`src/rtl/rcg_pkg.sv`:
```
// Shared types and constants for the rcg_seq reset sequencer and its per-domain dividers.
package rcg_pkg;

  typedef enum logic [1:0] {SYNC, GAP, REL, DONE} rcg_state_e;

  localparam int DEF_RATIO = 1;
  localparam int MAX_DOM   = 8;

  // Counter/index width that never collapses to zero bits.
  function automatic int clog2_min1(input int v);
    return (v > 1) ? $clog2(v) : 1;
  endfunction

endpackage

```
`src/rtl/rcg_div.sv`:
```
// One domain's clock-enable divider: ratio latch, phase counter, gating by domain reset.
module rcg_div
  import rcg_pkg::*;
#(
  parameter int DIV_W = 8
)(
  input  logic             clk,
  input  logic             rst,
  input  logic             dom_rst,
  input  logic             dom_rst_nxt,
  input  logic             load,
  input  logic [DIV_W-1:0] ratio_in,
  output logic             clk_en
);

  logic [DIV_W-1:0] ratio;
  logic [DIV_W-1:0] cnt;
  logic             ratio_le1;

  assign ratio_le1 = (ratio <= DIV_W'(1));

  // dom_rst_nxt lets the enable rise on the very edge the domain is released.
  always_ff @(posedge clk or posedge rst) begin
    if (rst) begin
      ratio  <= DIV_W'(DEF_RATIO);
      cnt    <= '0;
      clk_en <= 1'b0;
    end else begin
      if (load) ratio <= ratio_in;
      if (dom_rst_nxt || load) begin
        cnt    <= '0;
        clk_en <= 1'b0;
      end else if (ratio_le1) begin
        cnt    <= '0;
        clk_en <= 1'b1;
      end else if (dom_rst) begin
        cnt    <= '0;
        clk_en <= 1'b0;
      end else if (cnt == ratio - DIV_W'(1)) begin
        cnt    <= '0;
        clk_en <= 1'b1;
      end else begin
        cnt    <= cnt + DIV_W'(1);
        clk_en <= 1'b0;
      end
    end
  end

endmodule

```
`src/rtl/rcg_seq.sv`:
```
// Reset synchroniser, staggered domain release FSM and per-domain clock-enable dividers.
// Optional soft-reset/skip path built only when RCG_SEQ_SOFT_RST_EN is defined.
module rcg_seq
  import rcg_pkg::*;
#(
  parameter int NUM_DOM     = 3,
  parameter int SYNC_STAGES = 2,
  parameter int REL_GAP     = 16,
  parameter int DIV_W       = 8
)(
  input  logic                     sys_clk,
  input  logic                     sys_rst,
  input  logic [NUM_DOM*DIV_W-1:0] div_ratio,
  input  logic [NUM_DOM-1:0]       div_load,
  input  logic [NUM_DOM-1:0]       soft_rst_req,
  output logic [NUM_DOM-1:0]       dom_rst,
  output logic [NUM_DOM-1:0]       dom_clk_en,
  output logic                     seq_done
);

  localparam int IDX_W = clog2_min1(NUM_DOM);
  localparam int GAP_W = clog2_min1(REL_GAP);
  localparam logic [GAP_W-1:0] GAP_LAST = GAP_W'(REL_GAP - 1);
  localparam logic [IDX_W-1:0] IDX_LAST = IDX_W'(NUM_DOM - 1);

  logic [SYNC_STAGES-1:0] sync_q;
  logic                   rst_s;

  always_ff @(posedge sys_clk or posedge sys_rst) begin
    if (sys_rst) sync_q <= '1;
    else         sync_q <= {sync_q[SYNC_STAGES-2:0], 1'b0};
  end

  assign rst_s = sync_q[SYNC_STAGES-1];

  rcg_state_e       state;
  logic [IDX_W-1:0] dom_idx;
  logic [GAP_W-1:0] gap_cnt;
  logic             rel_fire;
  logic             to_done;

  // REL is the first cycle of the next gap, so releases stay exactly REL_GAP apart.
  assign rel_fire = ((state == GAP) || (state == REL)) && (gap_cnt == GAP_LAST);
  assign to_done  = (state == DONE) || (rel_fire && (dom_idx == IDX_LAST));

  always_ff @(posedge sys_clk or posedge sys_rst) begin
    if (sys_rst) begin
      state   <= SYNC;
      dom_idx <= '0;
      gap_cnt <= '0;
    end else begin
      case (state)
        SYNC: if (!rst_s) begin
          state   <= GAP;
          gap_cnt <= '0;
        end
        GAP, REL: if (rel_fire) begin
          gap_cnt <= '0;
          if (dom_idx == IDX_LAST) state <= DONE;
          else begin
            state   <= REL;
            dom_idx <= dom_idx + IDX_W'(1);
          end
        end else begin
          state   <= GAP;
          gap_cnt <= gap_cnt + GAP_W'(1);
        end
        DONE:    state <= DONE;
        default: state <= SYNC;
      endcase
    end
  end

  logic [NUM_DOM-1:0] seq_sel;
  logic [NUM_DOM-1:0] rel_req;
  logic [NUM_DOM-1:0] set_req;
  logic [NUM_DOM-1:0] dom_rst_nxt;

  always_comb begin
    seq_sel = '0;
    for (int i = 0; i < NUM_DOM; i++)
      seq_sel[i] = rel_fire && (dom_idx == IDX_W'(i));
  end

`ifdef RCG_SEQ_SOFT_RST_EN
  logic [NUM_DOM-1:0]            req_q;
  logic [NUM_DOM-1:0]            skipped;
  logic [NUM_DOM-1:0]            soft_act;
  logic [NUM_DOM-1:0]            soft_rel;
  logic [NUM_DOM-1:0][GAP_W-1:0] soft_cnt;

  // A domain skipped by the sequence is owned by the soft path from then on.
  assign soft_act = {NUM_DOM{state == DONE}} | skipped;

  always_comb begin
    soft_rel = '0;
    for (int i = 0; i < NUM_DOM; i++)
      soft_rel[i] = soft_act[i] & ~req_q[i] & dom_rst[i] & (soft_cnt[i] == GAP_LAST);
  end

  always_ff @(posedge sys_clk or posedge sys_rst) begin
    if (sys_rst) begin
      req_q    <= '0;
      skipped  <= '0;
      soft_cnt <= '0;
    end else begin
      req_q   <= soft_rst_req;
      skipped <= skipped | (seq_sel & req_q);
      for (int i = 0; i < NUM_DOM; i++) begin
        if (!soft_act[i] || req_q[i] || !dom_rst[i] || soft_rel[i]) soft_cnt[i] <= '0;
        else                                                        soft_cnt[i] <= soft_cnt[i] + GAP_W'(1);
      end
    end
  end

  assign rel_req = (seq_sel & ~req_q) | soft_rel;
  assign set_req = soft_act & req_q;
`else
  logic unused_soft_req;
  assign unused_soft_req = ^soft_rst_req;
  assign rel_req         = seq_sel;
  assign set_req         = '0;
`endif

  assign dom_rst_nxt = (dom_rst & ~rel_req) | set_req;

  always_ff @(posedge sys_clk or posedge sys_rst) begin
    if (sys_rst) begin
      dom_rst  <= '1;
      seq_done <= 1'b0;
    end else begin
      dom_rst  <= dom_rst_nxt;
      seq_done <= to_done & ~|dom_rst_nxt;
    end
  end

  rcg_div #(.DIV_W(DIV_W)) u_div [NUM_DOM-1:0] (
    .clk         (sys_clk),
    .rst         (sys_rst),
    .dom_rst     (dom_rst),
    .dom_rst_nxt (dom_rst_nxt),
    .load        (div_load),
    .ratio_in    (div_ratio),
    .clk_en      (dom_clk_en)
  );

endmodule

```
`config.mk`:
```
export PLATFORM = sky130hd
export DESIGN_NAME = rcg_seq
export DESIGN_NICKNAME = d
export VERILOG_FILES = /design/src/rtl/rcg_pkg.sv /design/src/rtl/rcg_div.sv /design/src/rtl/rcg_seq.sv
export SDC_FILE = /design/constraint.sdc
export NUM_CORES = 1
export LEC_CHECK = 0
export CAP_MARGIN = 20
export CORE_ASPECT_RATIO = 1.1
export CORE_MARGIN = 2
export CORE_UTILIZATION = 45
export CTS_CLUSTER_SIZE = 16
export DETAILED_ROUTE_END_ITERATION = 10
export DONT_BUFFER_PORTS = 1
export SLEW_MARGIN = 5
export SYNTH_ARGS = -nofsm -noshare
export SYNTH_HDL_FRONTEND = slang
export SYNTH_SLANG_ARGS = --single-unit
```
`constraint.sdc`:
```
create_clock -name sys_clk -period 2.6 [get_ports sys_clk]
set_input_delay 0.52 -clock sys_clk [delete_from_list [all_inputs] [get_ports sys_clk]]
set_output_delay 0.52 -clock sys_clk [all_outputs]
set_load 0.02 [all_outputs]
```
==> results of run 1 <==
-- power groups by stage --
stage	clock network, mW	registers (mW)	logic, mW
2_1_floorplan	0	1.14	0.247
3_3_place_gp	0	1.17	0.269
3_5_place_dp	0	1.17	0.276
4_1_cts	0.902	1.15	0.277
5_1_grt	0.945	1.16	0.311
6_report	0.875	1.15	0.273
-- Yosys cell counts, types with 2 or more instances --
cell type and count:
nor4_1 2, and4_1 2, buf_4 6, nand4_1 3, a21boi_0 2, nand2_1 23, nand2b_1 5, nor3_1 19
nor2b_1 5, dfstp_2 8, or4_1 2, xor2_1 23, dfrtp_1 57, inv_1 15, o21ai_0 17, a41oi_1 2
clkbuf_1 6, nor3b_1 8, or3_1 4, mux2_2 17, a21oi_1 4, xnor2_1 25, a211oi_1 9, nor2_1 20
and3_1 6, a31oi_1 2, ha_1 15, buf_1 2, a221oi_1 2, nand3_1 13, a22o_1 2
-- through the flow --
stage | cell area (µm²) | power, mW
6_report | 3980 | 2.30
5_1_grt | 3980 | 2.42
4_1_cts | 3970 | 2.33
3_5_place_dp | 3770 | 1.45
3_3_place_gp | 3770 | 1.44
2_1_floorplan | 3690 | 1.39
-- registers in the layout (all words and copies together), names as in the netlist, 2 cells and up --
signal / count
u_div.clk_en: 3
u_div.cnt: 24
state: 2
gap_cnt: 4
dom_rst: 3
dom_idx: 2
u_div.ratio: 24
sync_q: 2
-- placed cells by master, fill, tap and decap left out, types with 3 or more instances in the layout --
cell type	instances
o21ai_0	17
nor3b_1	8
ha_1	15
clkbuf_8	11
nand4_1	3
dfrtp_1	57
xor2_1	23
nor2b_1	5
nand3_1	13
mux2_2	17
buf_4	6
and3_1	6
nor3_1	19
xnor2_1	25
a211oi_1	9
dfstp_2	8
nand2b_1	5
nor2_1	20
a21oi_1	4
or3_1	4
nand2_1	23
inv_1	14
-- per-layer routing --
metal  global-route usage (%)  up-vias  wire length [µm]
li1                         -     1245                 -
met3                     4.13       10               271
met4                     6.15        0               108
met5                        0        -                 0
met1                     21.5     1212              3340
met2                     26.7       41              3190
-- layout make-up --
type	instances	area share, %
multi-input cells	259	47.9
repair buffers	6	1.13
flip-flops and latches	65	41.1
clock inverters	3	1.01
well taps	108	3.40
inverters	15	1.41
clock buffers	13	3.99
-- kinds of logic (layout without fill, tap and decap cells) --
logic type,count (synthesis),count (layout)
simple gates,124,124
flops,65,65
compound gates,53,53
xor+xnor,48,48
buf+inv,30,37
mux,18,18
fa+ha+maj,15,15
other cells,1,1
-- how the worst min path moves through the flow --
stage,endpoint,from,cells after the start,slack [ns]
after floorplan,sync_q[1]$_DFF_PP1_,sync_q[0]$_DFF_PP1_,0,0.35
after global placement,sync_q[1]$_DFF_PP1_,sync_q[0]$_DFF_PP1_,0,0.35
after detailed placement,sync_q[1]$_DFF_PP1_,sync_q[0]$_DFF_PP1_,0,0.35
after CTS,u_div[2].cnt[6]$_DFF_PP0_,sys_rst,1,0.03
after global routing,u_div[2].cnt[6]$_DFF_PP0_,sys_rst,1,0.06
final,u_div[0].ratio[5]$_DFFE_PP0P_,sys_rst,1,0.03
-- worst max-delay path, delay by kind of cell, from the launching register on --
| family | cells | cell delay (ns) |
|---|---|---|
| simple gates | 3 | 0.57 |
| flops | 1 | 0.61 |
| fa+ha+maj | 1 | 0.24 |
| compound gates | 2 | 0.63 |
| buf+inv | 2 | 0.27 |
-- what timing repair did --
action,CTS,global route
endpoints found under the hold margin,0,0
hold buffers,0,0
endpoints found under the setup margin,0,6
setup buffers,0,1
==> results.toml, run 1 <==
[clock_network]
cts_sinks = 65
clockRootBuffer = "clkbuf_8"
cts_buffers = 9
clock_path_buffers = 2
cts-htree-levels = 3
cts-resized-gates = 0
clock_latency_ns = 0.35
cts_tree = "done"
clk_pin_slew_worst_paths_ns = 0.08

[yosys]
yosysSeqAreaShare_pct = 44.4
synth_top_family_by_area = "simple AND/OR/NAND/NOR gates"
yosys.area.top_type_share_pct = 38.7
synth.distinct_cells = 59
synth.avg_cell_area_um2 = 10.4
syn_inst = 354
ys.flop_type = "dfrtp_1"
netlist_area_mm2 = 0.00369
synthXorXnorAreaFrac_pct = 11.4
syn-num-nets = 401
synth.area.mux_share_pct = 5.46
synthSimpleGateAreaFrac_pct = 18.9
synth-edff-count = 0
synth_compound_area_share_pct = 10.8
ys_ff_latch = 65
synth_top_cell_by_area = "dfrtp_1"
synthAdderAreaFrac_pct = 5.09
netlist_top_cells_area = "dfrtp_1 (39%), xnor2_1 (5.9%), dfstp_2 (5.7%)"
ys_warn_count = 0
async_flop_share_pct = 100

[pwr]
clockPowerShare_pct = 38.1
power_frac_comb_pct = 11.9
p_seq_share_pct = 50.0
swShare_pct = 26.2
power.density_mw_per_mm2 = 578
p_int_mw = 1.70
peakVddDrop_mv = 0.257
p_leak_nw = 1.69
power_switching_mw = 0.602

[final_layout]
layout-drive-gt1-share_pct = 16.6
syn_to_final_growth_pct = 7.94
multi_input_comb_area_mm2 = 0.00191
diodes = 0
fin_cells = 469
fin_util_pct = 50.3
nets = 403
seqCellArea_mm2 = 0.00164
n_fill_cell = 783

[timing]
maxSlewViolCount = 0
whs_ns = 0.0317
rsz0062_at_grt = "false"
setup_violations = 0
timing.final.crit_period_ns = 2.43
skew_ns = 0.00972
fin_crit_sh_pct = 93.6
max_freq_ghz = 0.411
hold_violations = 0
tns_ns = 0
worst_slack_ns = 0.166

[routing]
drc = 0
num_vias = 2508
drtAntennaViolNets = 0
drt_pass1_iterations = 4
routedWlPerCell_um = 14.7
wl_mm = 6.91
via_per_inst = 5.35
first_iter_violations = 93

[setup_path]
r2r_slack_ns = 0.17
crit_top_cell = "nor3b_1"
cp-endpoint = "u_div[1].cnt[0]$_DFF_PP0_"
criticalPathCategory = "flop to flop"
critPathMaxStageDelay_ns = 0.61
r2r_end = "u_div[1].cnt[0]$_DFF_PP0_"
crit_slowest_cell = "dfstp_2"
timing.rr.start = "u_div[1].ratio[0]$_DFFE_PP1P_"
r2r_cells = 8
worst_ep_arrival_time_ns = 2.66
crit_required_ns = 2.83
startpoint = "u_div[1].ratio[0]$_DFFE_PP1P_"
start_kind = "flop"
cp_max_fo = 8
crit_path_end_kind = "flop"
crit_chain = "inv_1 > ha_1 > nor3b_1 > or3_1 > a221o_2 > a211oi_4 > buf_4 > nor3b_1"

[floorplan]
chipWidth_um = 90.3
die_area_mm2 = 0.00893
fp.dieH_um = 98.9
core_area_mm2 = 0.00791
start_util_pct = 46.6
pin_count = 39
fp-row-count = 34

[grt]
grt_pass1_wl_mm = 11.9
grt_overflow_total = 0
grt_start_max_net_pins = 31
antenna_found_initial = 0
grtUsageTotal_pct = 16.5
grt_pass1_vias = 2480

[job]
maxCapViolations = 0

[place]
numPortBuffers = 0
gp_congestion = 0.772
dpl.hpwl_mm = 5.14
dp_cells = 452
post-place-ws_ns = 0.137

[hold_path]
hold_class = "input port to async pin"

[run_status]
status = "completed"
(Power assumes the default switching activity.)
==> inputs of run 2 (changes only) <==
--- a/config.mk
+++ b/config.mk
@@ -8,8 +8,7 @@
 export CAP_MARGIN = 20
 export CORE_ASPECT_RATIO = 1.1
 export CORE_MARGIN = 2
-export CORE_UTILIZATION = 45
-export CTS_CLUSTER_SIZE = 16
+export CORE_UTILIZATION = 40
 export DETAILED_ROUTE_END_ITERATION = 10
 export DONT_BUFFER_PORTS = 1
 export SLEW_MARGIN = 5
==> run 2 against run 1 <==
  * Sequential power about the same
  * First-iteration DRC count down 7.5%
  * Flip-flop and latch count stayed put
  * Die area grew 12%
==> results.toml, run 2 (same netlist as run 1, synthesis figures left out) <==
[run_status]
status = "completed"

[place]
numPortBuffers = 0
dpl.hpwl_mm = 4.85
dp_cells = 458
post-place-ws_ns = 0.210
gp_congestion = 0.779

[clock_network]
clk_pin_slew_worst_paths_ns = 0.07
cts-htree-levels = 3
clock_latency_ns = 0.33
clock_path_buffers = 2
cts-resized-gates = 0
post-cts-setup-buffer-count = 0
cts_tree = "done"
clockRootBuffer = "clkbuf_8"
cts_buffers = 9
cts_sinks = 65
ctsHoldBuffers = 0

[routing]
first_iter_violations = 86
drt_pass1_iterations = 4
via_per_inst = 5.28
num_vias = 2503
wl_mm = 6.68
drtAntennaViolNets = 0
routedWlPerCell_um = 14.1
drc = 0

[grt]
grt_use_met2_pct = 23.6
grt_overflow_total = 0
grtUsageTotal_pct = 14.6
grt_pass1_wl_mm = 11.7
grt_use_met3_pct = 3.75
top_usage_layer = "met2"
met1_usage_pct = 18.9
antenna_found_initial = 0
grt_start_max_net_pins = 66
grt_pass1_vias = 2560

[setup_path]
worst_ep_arrival_time_ns = 2.61
crit_family = "compound AO/OA/AOI/OAI gates"
crit_top_cell = "nor3b_1"
critPathMaxStageDelay_ns = 0.61
crit_required_ns = 2.80
criticalPathCategory = "flop to flop"
cp_max_fo = 8
crit_chain = "inv_1 > ha_1 > nor3b_1 > or3_1 > a221o_2 > a211oi_4 > nor3b_1"
start_kind = "flop"
crit_slowest_cell = "dfstp_2"
r2r_slack_ns = 0.19
crit_path_end_kind = "flop"
worst-path-buf-inv = 1

[final_layout]
n_fill_cell = 830
layout-drive-gt1-share_pct = 16.1
top_regs = "u_div.cnt: 24 flops, u_div.ratio: 24 flops, gap_cnt: 4 flops"
seqCellArea_mm2 = 0.00164
final_cell_mix = "dfrtp_1 (57), xnor2_1 (25), nand2_1 (23), xor2_1 (23), nor2_1 (20)"
fin_cells = 474
multi_input_comb_area_mm2 = 0.00191
mostFrequentLayoutCell = "dfrtp_1"
diodes = 0
nets = 402
syn_to_final_growth_pct = 8.92
fin_util_pct = 45.0

[floorplan]
die_area_mm2 = 0.0100
start_util_pct = 41.3
fp-row-count = 36
chipWidth_um = 95.5
pin_count = 39
fp.dieH_um = 105
core_area_mm2 = 0.00892

[timing]
skew_ns = 0.00538
tns_ns = 0
timing.final.crit_period_ns = 2.41
maxSlewViolCount = 0
fin_crit_sh_pct = 92.8
rsz0062_at_grt = "false"
max_freq_ghz = 0.414
worst_slack_ns = 0.186
hold_violations = 0
setup_violations = 0

[hold_path]
hold_class = "input port to async pin"

[pwr]
power.density_mw_per_mm2 = 595
peakVddDrop_mv = 0.256
p_total_mw = 2.39
p_leak_nw = 1.70

[job]
maxCapViolations = 0
run 2: cell type report:
cell class / instances / share of cell area (%)
multi-input combinational: 259 / 47.5
tap: 114 / 3.55
sequential: 65 / 40.7
timing repair buffer: 5 / 1.25
clock buffer: 14 / 4.05
inverter: 15 / 1.40
clock inverter: 2 / 1.50
run 2: metal layers:
layer / vias to the layer above / wire (µm)
li1: 1247 / -
met1: 1201 / 3170
met2: 46 / 3130
met3: 9 / 298
met4: 0 / 87
met5: - / 0
run 2: power breakdown:
group	internal, mW	switching [mW]	total (mW)
Clock	0.595	0.370	0.964
Combinational	0.138	0.137	0.275
Sequential	1.07	0.0807	1.15
run 2: path summary, 6_finish.rpt:
| kind | start | endpoint | cells past startpoint |
|---|---|---|---|
| min in group sys_clk | div_load[0] | u_div[0].ratio[0]$_DFFE_PP1P_ | 1 |
| worst min-delay path | sys_rst | u_div[2].ratio[7]$_DFFE_PP0P_ | 2 |
| worst max register to register | u_div[1].ratio[0]$_DFFE_PP1P_ | u_div[1].cnt[4]$_DFF_PP0_ | 7 |
| max in group asynchronous | sys_rst | sync_q[1]$_DFF_PP1_ | 2 |
| worst min register to register | sync_q[0]$_DFF_PP1_ | sync_q[1]$_DFF_PP1_ | 0 |
| worst max-delay path | u_div[1].ratio[0]$_DFFE_PP1P_ | u_div[1].cnt[4]$_DFF_PP0_ | 7 |
run 2: through the flow:
step | hold WS (ns) | cell area, µm²
2_1_floorplan | 0.345 | 3690
3_5_place_dp | 0.347 | 3790
6_report | 0.141 | 4020
4_1_cts | 0.139 | 4020
3_3_place_gp | 0.346 | 3790
5_1_grt | 0.159 | 4020
==> inputs of run 3 (changes only) <==
==> constraint.sdc (replaced) <==
create_clock -name sys_clk -period 2.34 [get_ports sys_clk]
set_input_delay 0.468 -clock sys_clk [delete_from_list [all_inputs] [get_ports sys_clk]]
set_output_delay 0.468 -clock sys_clk [all_outputs]
set_load 0.02 [all_outputs]
==> run 3 against run 2 <==
  * Via count grew 1.2%
  * Worst hold slack worse by 0.046 ns
  * Core utilization up 0.65 points
==> results.toml, run 3 (same netlist as run 1, synthesis figures left out) <==
[timing]
skew_ns = 0.0105
tns_ns = 0
maxSlewViolCount = 0
slew_headroom_pct = 54.9
timing.final.crit_period_ns = 2.23
fin_crit_sh_pct = 95.5
setup_violations = 0
whs_ns = 0.0949
tightest_slew_ns = 0.675
max_freq_ghz = 0.447
rsz0062_at_grt = "false"
hold_violations = 0

[setup_path]
criticalPathCategory = "flop to flop"
cp-endpoint = "u_div[1].cnt[0]$_DFF_PP0_"
start_kind = "flop"
crit_required_ns = 2.56
startpoint = "u_div[1].ratio[0]$_DFFE_PP1P_"
crit_path_end_kind = "flop"
crit_top_cell = "nor3b_1"
timing.rr.start = "u_div[1].ratio[0]$_DFFE_PP1P_"
cp.depth = 8
crit_chain = "inv_1 > ha_1 > nor3b_1 > or3_1 > a221o_2 > a211oi_4 > buf_4 > nor3b_1"
critPathMaxStageDelay_ns = 0.53
worst-path-buf-inv = 2
crit_slowest_cell = "dfstp_2"
r2r_end = "u_div[1].cnt[0]$_DFF_PP0_"
r2r_cells = 8
worst_ep_arrival_time_ns = 2.46
cp_max_fo = 8
crit_family = "compound AO/OA/AOI/OAI gates"
r2r_slack_ns = 0.11

[pwr]
power_frac_comb_pct = 12.0
p_seq_share_pct = 47.3
p_int_mw = 2.03
clockPowerShare_pct = 40.8
swShare_pct = 24.6
power.density_mw_per_mm2 = 660
peakVddDrop_mv = 0.262
power_switching_mw = 0.661
p_leak_nw = 1.72

[routing]
num_vias = 2532
drt_pass1_iterations = 4
routedWlPerCell_um = 14.2
first_iter_violations = 85
via_per_inst = 5.30
drtAntennaViolNets = 0
drc = 0
wl_mm = 6.78

[final_layout]
n_fill_cell = 830
final_cell_mix = "dfrtp_1 (57), xnor2_1 (25), nand2_1 (23), xor2_1 (23), nor2_1 (20)"
top_regs = "u_div.cnt: 24 flops, u_div.ratio: 24 flops, gap_cnt: 4 flops"
fin_util_pct = 45.7
layout-drive-gt1-share_pct = 17.6
mostFrequentLayoutCell = "dfrtp_1"
syn_to_final_growth_pct = 10.5
diodes = 0
finalInstanceArea_mm2 = 0.00407
nets = 407

[place]
post_dp_cell_area_mm2 = 0.00382
numPortBuffers = 0
gp_congestion = 0.781
dpl.hpwl_mm = 4.96

[clock_network]
cts_sinks = 65
cts_buffers = 9
cts_tree = "done"
clockRootBuffer = "clkbuf_8"
post-cts-setup-buffer-count = 0
clock_path_buffers = 2
ctsHoldBuffers = 0
cts-htree-levels = 3
clock_latency_ns = 0.35
clk_pin_slew_worst_paths_ns = 0.07

[floorplan]
die_area_mm2 = 0.0100
fp-row-count = 36
core_area_mm2 = 0.00892
chipWidth_um = 95.5
start_util_pct = 41.3
fp.dieH_um = 105
pin_count = 39

[grt]
grt_start_max_net_pins = 31
antenna_found_initial = 0
grt_pass1_vias = 2547
grt_pass1_wl_mm = 11.8
grtUsageTotal_pct = 15.1
grt_overflow_total = 0

[run_status]
status = "completed"

[job]
maxCapViolations = 0

[hold_path]
hold_class = "input port to async pin"
## run 3: cell count changes in the layout (fill, tap and decap cells not counted)
cell and delta:
clkbuf_8 +1, clkbuf_1 -2, buf_4 +4, a31oi_4 +1
## run 3: repair_timing
item	in CTS	in global routing
endpoints found under the setup margin	0	9
hold endpoints to repair	0	0
gates resized for setup	0	1
## run 3: final cells by class
cell class / count / area [µm²] / area share [%]
clock buffer: 13 / 169 / 4.15
timing repair buffer: 9 / 80.1 / 1.97
multi-input combinational: 260 / 1930 / 47.4
inverter: 15 / 56.3 / 1.38
clock inverter: 2 / 60.1 / 1.47
tap: 114 / 143 / 3.50
sequential: 65 / 1640 / 40.2
## run 3: how the worst min path moves through the flow
stage,from,to,cells after the start
6_report,sys_rst,u_div[2].ratio[5]$_DFFE_PP0P_,1
5_1_grt,sys_rst,u_div[2].ratio[5]$_DFFE_PP0P_,1
4_1_cts,sys_rst,u_div[2].ratio[5]$_DFFE_PP0P_,1
3_5_place_dp,sync_q[0]$_DFF_PP1_,sync_q[1]$_DFF_PP1_,0
3_3_place_gp,sync_q[0]$_DFF_PP1_,sync_q[1]$_DFF_PP1_,0
2_1_floorplan,sync_q[0]$_DFF_PP1_,sync_q[1]$_DFF_PP1_,0
## run 3: routing by layer
layer / track usage (%) / up-vias / share of wire [%]
li1: - / 1261 / -
met1: 19.9 / 1212 / 48
met2: 22.9 / 46 / 47
met3: 4.18 / 13 / 3.6
met4: 6.63 / 0 / 2.0
met5: 0 / - / 0
## run 3: power by group through the flow
stage	combinational (mW)	clock, mW	sequential (mW)
4_1_cts	0.323	1.13	1.27
3_3_place_gp	0.313	0	1.29
6_report	0.322	1.10	1.27
3_5_place_dp	0.321	0	1.29
2_1_floorplan	0.274	0	1.27
5_1_grt	0.368	1.17	1.28
## run 3: stage by stage
stage	power, mW	setup slack (ns)	cells
after CTS	2.72	0.0712	477
after global placement	1.60	0.118	462
final	2.69	0.105	478
after detailed placement	1.61	0.0786	462
after global routing	2.82	0.00145	478
after floorplan	1.54	0.0568	354
